===== src/rtl/mc_main_control.sv =====
// mc_main_control: multi-cycle MIPS main control FSM (fetch/decode/execute/memory/writeback).
// Build option: define MC_PERF_CNT_EN to add cycle_cnt_o and instr_cnt_o performance counters.
// Ports:
//   clk_i, rst_ni (async active-low); opcode_i (IR[31:26]); zero_i (ALU zero); mem_ready_i (memory done)
//   enables: pc_write_o, ir_write_o, reg_write_o, mem_read_o, mem_write_o (all forced 0 while rst_ni=0)
//   selects: iord_o, reg_dst_o, mem_to_reg_o, alu_src_a_o, alu_src_b_o, alu_op_o, pc_source_o, al_o, ra_sel_o
//   status:  illegal_op_o (1-cycle pulse after an unknown opcode is decoded), state_o (debug)
// The PC increment (4) is supplied by the datapath when alu_src_b_o=01.
module mc_main_control #(
  parameter logic [4:0] RA_REG = 5'd31
) (
  input  logic        clk_i,
  input  logic        rst_ni,
  input  logic [5:0]  opcode_i,
  input  logic        zero_i,
  input  logic        mem_ready_i,
  output logic        pc_write_o,
  output logic        iord_o,
  output logic        mem_read_o,
  output logic        mem_write_o,
  output logic        ir_write_o,
  output logic        reg_dst_o,
  output logic        mem_to_reg_o,
  output logic        reg_write_o,
  output logic        alu_src_a_o,
  output logic [1:0]  alu_src_b_o,
  output logic [1:0]  alu_op_o,
  output logic [1:0]  pc_source_o,
  output logic        al_o,
  output logic [4:0]  ra_sel_o,
  output logic        illegal_op_o,
`ifdef MC_PERF_CNT_EN
  output logic [31:0] cycle_cnt_o,
  output logic [31:0] instr_cnt_o,
`endif
  output logic [3:0]  state_o
);
  typedef enum logic [3:0] {
    FETCH, DECODE, MEMADR, MEMRD, MEMWB, MEMWR, EXEC, ALUWB,
    BRANCH, JUMP, ADDIEX, ADDIWB, JAL
  } state_e;
  localparam logic [5:0] OP_R = 6'b000000, OP_LW = 6'b100011, OP_SW = 6'b101011,
                         OP_BEQ = 6'b000100, OP_BNE = 6'b000101, OP_J = 6'b000010,
                         OP_JAL = 6'b000011, OP_ADDI = 6'b001000;
  state_e state_q, state_d;
  logic illegal_q, illegal_d;
  logic pcw, irw, rw, mr, mw;
  always_ff @(posedge clk_i or negedge rst_ni) begin
    if (!rst_ni) begin
      state_q   <= FETCH;
      illegal_q <= 1'b0;
    end else begin
      state_q   <= state_d;
      illegal_q <= illegal_d;
    end
  end
  always_comb begin
    state_d      = FETCH;
    illegal_d    = 1'b0;
    pcw          = 1'b0;
    irw          = 1'b0;
    rw           = 1'b0;
    mr           = 1'b0;
    mw           = 1'b0;
    iord_o       = 1'b0;
    reg_dst_o    = 1'b0;
    mem_to_reg_o = 1'b0;
    alu_src_a_o  = 1'b0;
    alu_src_b_o  = 2'b00;
    alu_op_o     = 2'b00;
    pc_source_o  = 2'b00;
    al_o         = 1'b0;
    case (state_q)
      FETCH: begin
        mr          = 1'b1;
        alu_src_b_o = 2'b01;
        pcw         = mem_ready_i;
        irw         = mem_ready_i;
        state_d     = mem_ready_i ? DECODE : FETCH;
      end
      DECODE: begin
        alu_src_b_o = 2'b11;
        case (opcode_i)
          OP_R:           state_d = EXEC;
          OP_LW, OP_SW:   state_d = MEMADR;
          OP_BEQ, OP_BNE: state_d = BRANCH;
          OP_J:           state_d = JUMP;
          OP_JAL:         state_d = JAL;
          OP_ADDI:        state_d = ADDIEX;
          default:        illegal_d = 1'b1;
        endcase
      end
      MEMADR: begin
        alu_src_a_o = 1'b1;
        alu_src_b_o = 2'b10;
        state_d     = (opcode_i == OP_LW) ? MEMRD : MEMWR;
      end
      MEMRD: begin
        mr      = 1'b1;
        iord_o  = 1'b1;
        state_d = mem_ready_i ? MEMWB : MEMRD;
      end
      MEMWB: begin
        rw           = 1'b1;
        mem_to_reg_o = 1'b1;
      end
      MEMWR: begin
        mw      = 1'b1;
        iord_o  = 1'b1;
        state_d = mem_ready_i ? FETCH : MEMWR;
      end
      EXEC: begin
        alu_src_a_o = 1'b1;
        alu_op_o    = 2'b10;
        state_d     = ALUWB;
      end
      ALUWB: begin
        rw        = 1'b1;
        reg_dst_o = 1'b1;
      end
      BRANCH: begin
        alu_src_a_o = 1'b1;
        alu_op_o    = 2'b01;
        pc_source_o = 2'b01;
        pcw         = (opcode_i == OP_BNE) ? ~zero_i : zero_i;
      end
      JUMP: begin
        pcw         = 1'b1;
        pc_source_o = 2'b10;
      end
      JAL: begin
        pcw         = 1'b1;
        rw          = 1'b1;
        al_o        = 1'b1;
        pc_source_o = 2'b10;
      end
      ADDIEX: begin
        alu_src_a_o = 1'b1;
        alu_src_b_o = 2'b10;
        state_d     = ADDIWB;
      end
      ADDIWB: rw = 1'b1;
      default: state_d = FETCH;
    endcase
  end
  // Enables are gated by reset so nothing writes while reset is held, whatever the state.
  assign pc_write_o   = pcw & rst_ni;
  assign ir_write_o   = irw & rst_ni;
  assign reg_write_o  = rw & rst_ni;
  assign mem_read_o   = mr & rst_ni;
  assign mem_write_o  = mw & rst_ni;
  assign ra_sel_o     = RA_REG;
  assign illegal_op_o = illegal_q;
  assign state_o      = state_q;
`ifdef MC_PERF_CNT_EN
  logic [31:0] cycle_cnt_q, instr_cnt_q;
  always_ff @(posedge clk_i or negedge rst_ni) begin
    if (!rst_ni) begin
      cycle_cnt_q <= '0;
      instr_cnt_q <= '0;
    end else begin
      cycle_cnt_q <= cycle_cnt_q + 32'd1;
      if (state_q != FETCH && state_d == FETCH) instr_cnt_q <= instr_cnt_q + 32'd1;
    end
  end
  assign cycle_cnt_o = cycle_cnt_q;
  assign instr_cnt_o = instr_cnt_q;
`endif
endmodule


===== config.mk =====
export PLATFORM = sky130hd
export DESIGN_NAME = mc_main_control
export DESIGN_NICKNAME = d
export VERILOG_FILES = /design/src/rtl/mc_main_control.sv
export SDC_FILE = /design/constraint.sdc
export NUM_CORES = 1
export LEC_CHECK = 0
export CAP_MARGIN = 10
export CORE_AREA = 2 2 44 46
export CTS_BUF_LIST = sky130_fd_sc_hd__clkbuf_16
export CTS_CLUSTER_SIZE = 28
export DETAILED_ROUTE_END_ITERATION = 16
export DIE_AREA = 0 0 46 48
export GPL_ROUTABILITY_DRIVEN = 0
export PLACE_DENSITY = 0.85
export SLEW_MARGIN = 20
export SYNTH_ARGS = -nofsm -noshare
export SYNTH_HDL_FRONTEND = slang
export SYNTH_SLANG_ARGS = --single-unit

===== constraint.sdc =====
create_clock -name clk_i -period 2.6 [get_ports clk_i]
set_clock_uncertainty 0.15 [all_clocks]
set_input_delay 0.26 -clock clk_i [delete_from_list [all_inputs] [get_ports clk_i]]
set_output_delay 0.26 -clock clk_i [all_outputs]
set_load 0.02 [all_outputs]

==> results of run 1 <==
[final timing paths]
kind,startpoint,end,slack [ps],cells past startpoint
setup reg to reg,state_o[0],state_o[2],830,4
max in group asynchronous,rst_ni,state_o[2],1970,2
setup / recovery,state_o[3],reg_write_o,80,5
min in group clk_i,state_o[3],state_o[0],600,1
hold / removal,rst_ni,illegal_op_o,190,2
hold reg to reg,state_o[3],state_o[0],600,1
[layout by cell type (no fill, tap or decap), types with 2 or more instances in the layout]
cell	synthesis	routed
sky130_fd_sc_hd__a21oi_1	2	2
sky130_fd_sc_hd__and2_1	3	3
sky130_fd_sc_hd__buf_4	5	12
sky130_fd_sc_hd__clkbuf_16	0	3
sky130_fd_sc_hd__clkdlybuf4s50_1	0	29
sky130_fd_sc_hd__conb_1	1	5
sky130_fd_sc_hd__dfrtp_1	5	4
sky130_fd_sc_hd__inv_1	2	3
sky130_fd_sc_hd__nand2_1	8	8
sky130_fd_sc_hd__nand2b_1	4	4
sky130_fd_sc_hd__nand3_1	4	4
sky130_fd_sc_hd__nor2_1	10	10
sky130_fd_sc_hd__nor3_1	7	7
sky130_fd_sc_hd__nor3b_1	4	4
sky130_fd_sc_hd__o21ai_0	5	5
sky130_fd_sc_hd__or3_1	2	2
sky130_fd_sc_hd__xnor2_1	2	2
sky130_fd_sc_hd__xor2_1	2	2
[power by group through the flow]
| stage | clock (mW) | sequential [mW] | combinational (mW) |
|---|---|---|---|
| 5_1_grt | 0.256 | 0.107 | 0.216 |
| 3_5_place_dp | 0 | 0.105 | 0.201 |
| 6_report | 0.246 | 0.104 | 0.201 |
| 2_1_floorplan | 0 | 0.102 | 0.117 |
| 3_3_place_gp | 0 | 0.105 | 0.197 |
| 4_1_cts | 0.251 | 0.104 | 0.202 |
[metal layers]
| metal | up-vias | track usage |
|---|---|---|
| li1 | 399 | - |
| met1 | 395 | 0.215 |
| met2 | 26 | 0.308 |
| met3 | 4 | 0.0604 |
| met4 | 0 | 0.0571 |
| met5 | - | 0 |
[worst max-delay path, cell delays in order, from the launching register on]
cell and delay, ps:
sky130_fd_sc_hd__dfrtp_1 540, sky130_fd_sc_hd__nand2b_1 230, sky130_fd_sc_hd__and2_1 230, sky130_fd_sc_hd__o22a_1 180, sky130_fd_sc_hd__nor2_1 90, sky130_fd_sc_hd__clkdlybuf4s50_1 620
[per-stage QoR]
step | instance area (µm²) | hold slack (ps) | std cells
2_1_floorplan | 691 | -186 | 96
3_3_place_gp | 1020 | 424 | 143
3_5_place_dp | 1020 | 432 | 143
4_1_cts | 1100 | 194 | 147
5_1_grt | 1110 | 208 | 147
6_report | 1110 | 192 | 147
[final cells by class]
| type | instances | area share |
|---|---|---|
| Multi-Input combinational cell | 77 | 0.434 |
| Timing Repair Buffer | 42 | 0.355 |
| Tap cell | 17 | 0.0192 |
| Clock buffer | 3 | 0.0678 |
| Clock inverter | 1 | 0.00339 |
| Sequential cell | 5 | 0.114 |
| Inverter | 2 | 0.00678 |
[flip-flops by register name (all words and copies together) (netlist names)]
signal,count
illegal_op_o,1
state_o,4
[what timing repair did]
action                                 CTS  global route
gates resized for setup                  0             2
setup endpoints to repair                0             2
endpoints found under the hold margin    0             0
[cells by family (layout without fill, tap and decap cells)]
logic type                count (synthesis)  in the layout  share of synthesized area
buffers and inverters                    14             48                      0.126
other                                     1              5                    0.00555
DFF                                       5              5                      0.185
and+or+nand+nor                          50             50                      0.407
xor gates and xnor gates                  4              4                     0.0519
AOI/OAI and AO/OA                        18             18                      0.224
==> impl_results.md, run 1 <==
- Final cycle utilization of the critical path: 0.968
- H-tree lvl count: 1
- Fin. max-slew vios: 0
- Routed WL per cell: 12.6 µm
- Global-route total usage across every layer: 0.181
- Most common library cells after synthesis: sky130_fd_sc_hd__nor2_1 (10), sky130_fd_sc_hd__nand2_1 (8), sky130_fd_sc_hd__nor3_1 (7)
- DR vias: 824
- Type of element capturing the critical path: output pin
- Boundary Pins: 36
- Met2 routed WL: 1010 µm
- Final Net Count: 141
- Total Wirelength: 1860 µm
- Highest metal used: met4
- Source-to-sink clock delay at the later pin of the worst-skew pair: 220 ps
- Part of the total power dissipated in the clock network: 0.447
- Standard-cell row count: 15
- Maxcap violations: 0
- Proportion of layout cells with a drive suffix above 1: 0.154
- Remaining design rule violation count: 0
- Data arrival at the endpoint of the critical path: 2110 ps
- Category of the worst setup path launch point: flip-flop
- CTS tree: built
- Met3 layer wire length in the routed design: 56 µm
- Number of enable-type register cells in the synthesized netlist: 0
- Routed metal-1 wire length: 765 µm
- Final setup violation count: 0
- Count leader, synth: sky130_fd_sc_hd__nor2_1
- Instance count of the mapped netlist: 92
- Kind of critical path: reg2out
- Count of filler cells inserted in the layout: 151
- Core area: 1690 µm²
- Unrepaired setup endpoints after global routing: false
- Pre-CTS setup slack: 131 ps
- LEAKAGE: 0.440 nW
- Number of failing hold endpoints at the final stage: 0
- Layout-stage area growth over the synthesis result: 63.9%
- Residual overflow from global routing: 0
- Total clock buffers created by CTS: 3
- Result of the run: finished, final reports clean
- Die Width: 46 µm
- DP Wirelength: 1510 µm
- Antenna violations before repair: 0
- Share of the core filled with cells: 0.656
- Proportion of power drawn by flip-flops and latches: 0.189
- Max IR drop VDD: 0.574 mV
- Total power: 551 µW
- Cell taking the most area after synthesis: sky130_fd_sc_hd__dfrtp_1
- Vias per cell: 5.61
- Setup bufs post-CTS: 0
- Clock buffer depth: 2
- Pwr Density: 497 nW/µm²
- Share of power burned in combinational logic: 0.364
- Data required time of the worst path: 2190 ps
- Number of global-route vias before repair: 706
- Number of routed nets with antenna violations: 0
- Number of flip-flops and latches in the synthesized netlist: 5
- Switching power: 168 µW
- Mean Syn Cell Area: 7.34 µm²
- Fraction of power spent switching nets: 0.304
- First-pass iteration count of the detailed router: 4
- Die Area: 2210 µm²
- Total internal power: 383 µW
- Clock edge transition at the registers on the reported setup and hold paths: 30 ps
- Most frequently used flop master after synthesis: sky130_fd_sc_hd__dfrtp_1
- Drt initial violations: 15
- Fraction of post-synthesis cell area in the top cell type by area: 0.185
- Quantity of I/O buffers inserted on ports: 30
- Maximum number of pins on one net before global-route repair: 17
- Wire length of the first global-routing pass: 2860 µm
- Root Buffer Master: sky130_fd_sc_hd__clkbuf_16
- Total negative slack for setup checks: 0 ps
- Total of warnings raised by yosys: 0
- Total of hold buffers inserted after clock tree synthesis: 0
- Proportion of synthesized flip-flops having asynchronous set or reset: 1.00
- Flip-flop and latch area: 126 µm²
- Peak fanout along the critical path: 12
- Synth Cell Area: 676 µm²
- Initial cell density of the core: 0.400
- Crit path setup slack, layout: 84.1 ps
- Minimum clock period after layout: 2520 ps
- Clock tree sinks: 5
- Post-synth cell types: 38
- Die boundary height: 48 µm
- Multi-input logic area: 480 µm²
- Path category of the worst min-delay check: in2async
- Largest cells by area after synthesis: sky130_fd_sc_hd__dfrtp_1 (19%), sky130_fd_sc_hd__buf_4 (5.6%), sky130_fd_sc_hd__nor2_1 (5.6%)
- FMAX: 397 MHz
- Register area share after synthesis: 0.185
- Diodes inserted: 0
(Power assumes the default switching activity.)
==> run 2, diff against run 1 <==
--- a/config.mk
+++ b/config.mk
@@ -6,11 +6,11 @@
 export NUM_CORES = 1
 export LEC_CHECK = 0
 export CAP_MARGIN = 10
-export CORE_AREA = 2 2 44 46
+export CORE_AREA = 5 5 47 49
 export CTS_BUF_LIST = sky130_fd_sc_hd__clkbuf_16
 export CTS_CLUSTER_SIZE = 28
 export DETAILED_ROUTE_END_ITERATION = 16
-export DIE_AREA = 0 0 46 48
+export DIE_AREA = 0 0 52 54
 export GPL_ROUTABILITY_DRIVEN = 0
 export PLACE_DENSITY = 0.85
 export SLEW_MARGIN = 20
==> run 2 against run 1 <==
Count of clock-buffer cells in the layout is the same. Largest power group unchanged. Core utilization down 4.3 points. Largest cell class unchanged. Sequential power barely moved.
==> impl_results.md, run 2 (synthesized netlist as in run 1, its figures left out) <==
- Data arrival at the endpoint of the critical path: 2020 ps (-90 ps)
- Leading cell types in the layout, fill and taps excluded: sky130_fd_sc_hd__clkdlybuf4s50_1 (28), sky130_fd_sc_hd__buf_4 (11), sky130_fd_sc_hd__nor2_1 (10), sky130_fd_sc_hd__nand2_1 (8), sky130_fd_sc_hd__nor3_1 (7)
- Remaining design rule violation count: 0 (unchanged)
- Total internal power: 384 µW (+0.33%)
- Cell area after layout: 1120 µm² (+0.79%)
- Area of placed instances: 1030 µm² (+0.49%)
- Die Area: 2810 µm² (+27%)
- Vias per cell: 5.15 (-8.1%)
- Maximum number of pins on one net before global-route repair: 18 (+1)
- Total clock buffers created by CTS: 3 (unchanged)
- Proportion of power drawn by flip-flops and latches: 0.182 (-0.007)
- Total power: 560 µW (+1.7%)
- Type of element capturing the critical path: output pin
- Drt initial violations: 20 (+5)
- Total Wirelength: 2140 µm (+15%)
- Wire length of the first global-routing pass: 3740 µm (+31%)
- Fin. max-slew vios: 0 (unchanged)
- Most frequent standard cell in the layout excluding fill and tap cells: sky130_fd_sc_hd__clkdlybuf4s50_1
- Die Width: 52 µm (+13%)
- Pre-CTS setup slack: 140 ps (+9.50 ps)
- Residual overflow from global routing: 0 (unchanged)
- Routed WL per cell: 13.7 µm (+8.6%)
- Clock edge transition at the registers on the reported setup and hold paths: 30 ps (about the same)
- DR vias: 804 (-2.4%)
- Final cell count without fillers: 156 (+6.1%)
- Kind of critical path: reg2out
- Total of hold buffers inserted after clock tree synthesis: 0 (unchanged)
- Clock buffer depth: 2 (unchanged)
- Unrepaired setup endpoints after global routing: false
- First-pass iteration count of the detailed router: 4 (unchanged)
- DP Wirelength: 1640 µm (+8.5%)
- Crit path setup slack, layout: 171 ps (+87.1 ps)
- Total negative slack for setup checks: 0 ps (unchanged)
- Root Buffer Master: sky130_fd_sc_hd__clkbuf_16
- Number of routed nets with antenna violations: 0 (unchanged)
- Final setup violation count: 0 (unchanged)
- Result of the run: finished, final reports clean
- Switching power: 175 µW (+4.7%)
- Hold slack: 210 ps (+18.1 ps)
- Number of global-route vias before repair: 842 (+19%)
- Cell count after placement: 152 (+6.3%)
- Initial cell density of the core: 0.371 (-0.0291)
- Boundary Pins: 36 (unchanged)
- Die boundary height: 54 µm (+13%)
- Maxcap violations: 0 (unchanged)
- Worst setup slack for register-to-register paths: 830 ps (about the same)
- Source-to-sink clock delay at the later pin of the worst-skew pair: 230 ps (about the same)
- Standard-cell row count: 16 (+1)
- Category of the worst setup path launch point: flip-flop
- Max IR drop VDD: 0.347 mV (-40%)
- Path category of the worst min-delay check: in2async
- Diodes inserted: 0 (unchanged)
- LEAKAGE: 0.451 nW (+2.7%)
- Pwr Density: 502 nW/µm² (+0.86%)
- Share of power burned in combinational logic: 0.363 (about the same)
- Peak fanout along the critical path: 17 (+5)
- CTS tree: built
- Proportion of layout cells with a drive suffix above 1: 0.155 (+0.00119)
- Antenna violations before repair: 0 (unchanged)
- Number of flip-flops under the largest register name: 4 (unchanged)
- H-tree lvl count: 1 (unchanged)
- Quantity of I/O buffers inserted on ports: 30 (unchanged)
- Minimum clock period after layout: 2430 ps (-87.1 ps)
- Final cycle utilization of the critical path: 0.934 (-0.0335)
- FMAX: 412 MHz (+3.6%)
- Layout-stage area growth over the synthesis result: 65.2%
- Core area: 1820 µm² (+7.9%)
- Fraction of power spent switching nets: 0.314 (+0.00911)
- Number of failing hold endpoints at the final stage: 0 (unchanged)
- Share of the core filled with cells: 0.613 (-0.0429)
- Final Net Count: 140 (-0.71%)
- Global-route total usage across every layer: 0.180 (-0.000788)
- Clock tree sinks: 5 (unchanged)
- Part of the total power dissipated in the clock network: 0.454 (+0.007)
- Data required time of the worst path: 2190 ps (about the same)
-- run 2: cell count changes in the layout (fill, tap and decap cells not counted), sizes merged --
cell,delta
buf,-1
clkdlybuf4s50,-1
clkinv,+1
dlymetal6s2s,+1
inv,-1
-- run 2: worst max-delay path, cell delays in order (launching register included) --
cell and delay, ps:
sky130_fd_sc_hd__dfrtp_1 600, sky130_fd_sc_hd__nand2b_1 290, sky130_fd_sc_hd__nor3b_1 250, sky130_fd_sc_hd__clkdlybuf4s50_1 650
-- run 2: final timing paths --
check	depth (start not counted)	endpoint	from
max	3	mem_read_o	state_o[0]
min	2	illegal_op_o	rst_ni
max reg2reg	4	state_o[2]	state_o[0]
min reg2reg	1	state_o[0]	state_o[3]
max in group asynchronous	2	state_o[3]	rst_ni
min in group clk_i	1	state_o[0]	state_o[3]
-- run 2: power by group through the flow --
stage	registers, mW	clock network, mW	logic, mW
floorplan	0.102	0	0.117
global placement	0.102	0	0.198
detailed placement	0.102	0	0.201
CTS	0.102	0.258	0.204
global route	0.104	0.265	0.221
finish	0.102	0.254	0.203
-- run 2: repair_timing --
item,CTS,global route
gates resized for setup,0,3
setup buffers,0,0
endpoints found under the setup margin,0,2
-- run 2: metal layers --
| metal | vias up | global-route usage | wire (µm) |
|---|---|---|---|
| met4 | 0 | 0.114 | 20 |
| met5 | - | 0 | 0 |
| li1 | 397 | - | - |
| met2 | 24 | 0.318 | 1160 |
| met3 | 2 | 0.0332 | 97 |
| met1 | 381 | 0.199 | 868 |
-- run 2: final cells by class --
| type | instances | area [µm²] |
|---|---|---|
| Clock inverter | 1 | 5.00 |
| Fill cell | 168 | 706 |
| Multi-Input combinational cell | 77 | 480 |
| Clock buffer | 3 | 75.1 |
| Sequential cell | 5 | 126 |
| Tap cell | 27 | 33.8 |
| Timing Repair Buffer | 41 | 388 |
| Inverter | 2 | 7.51 |
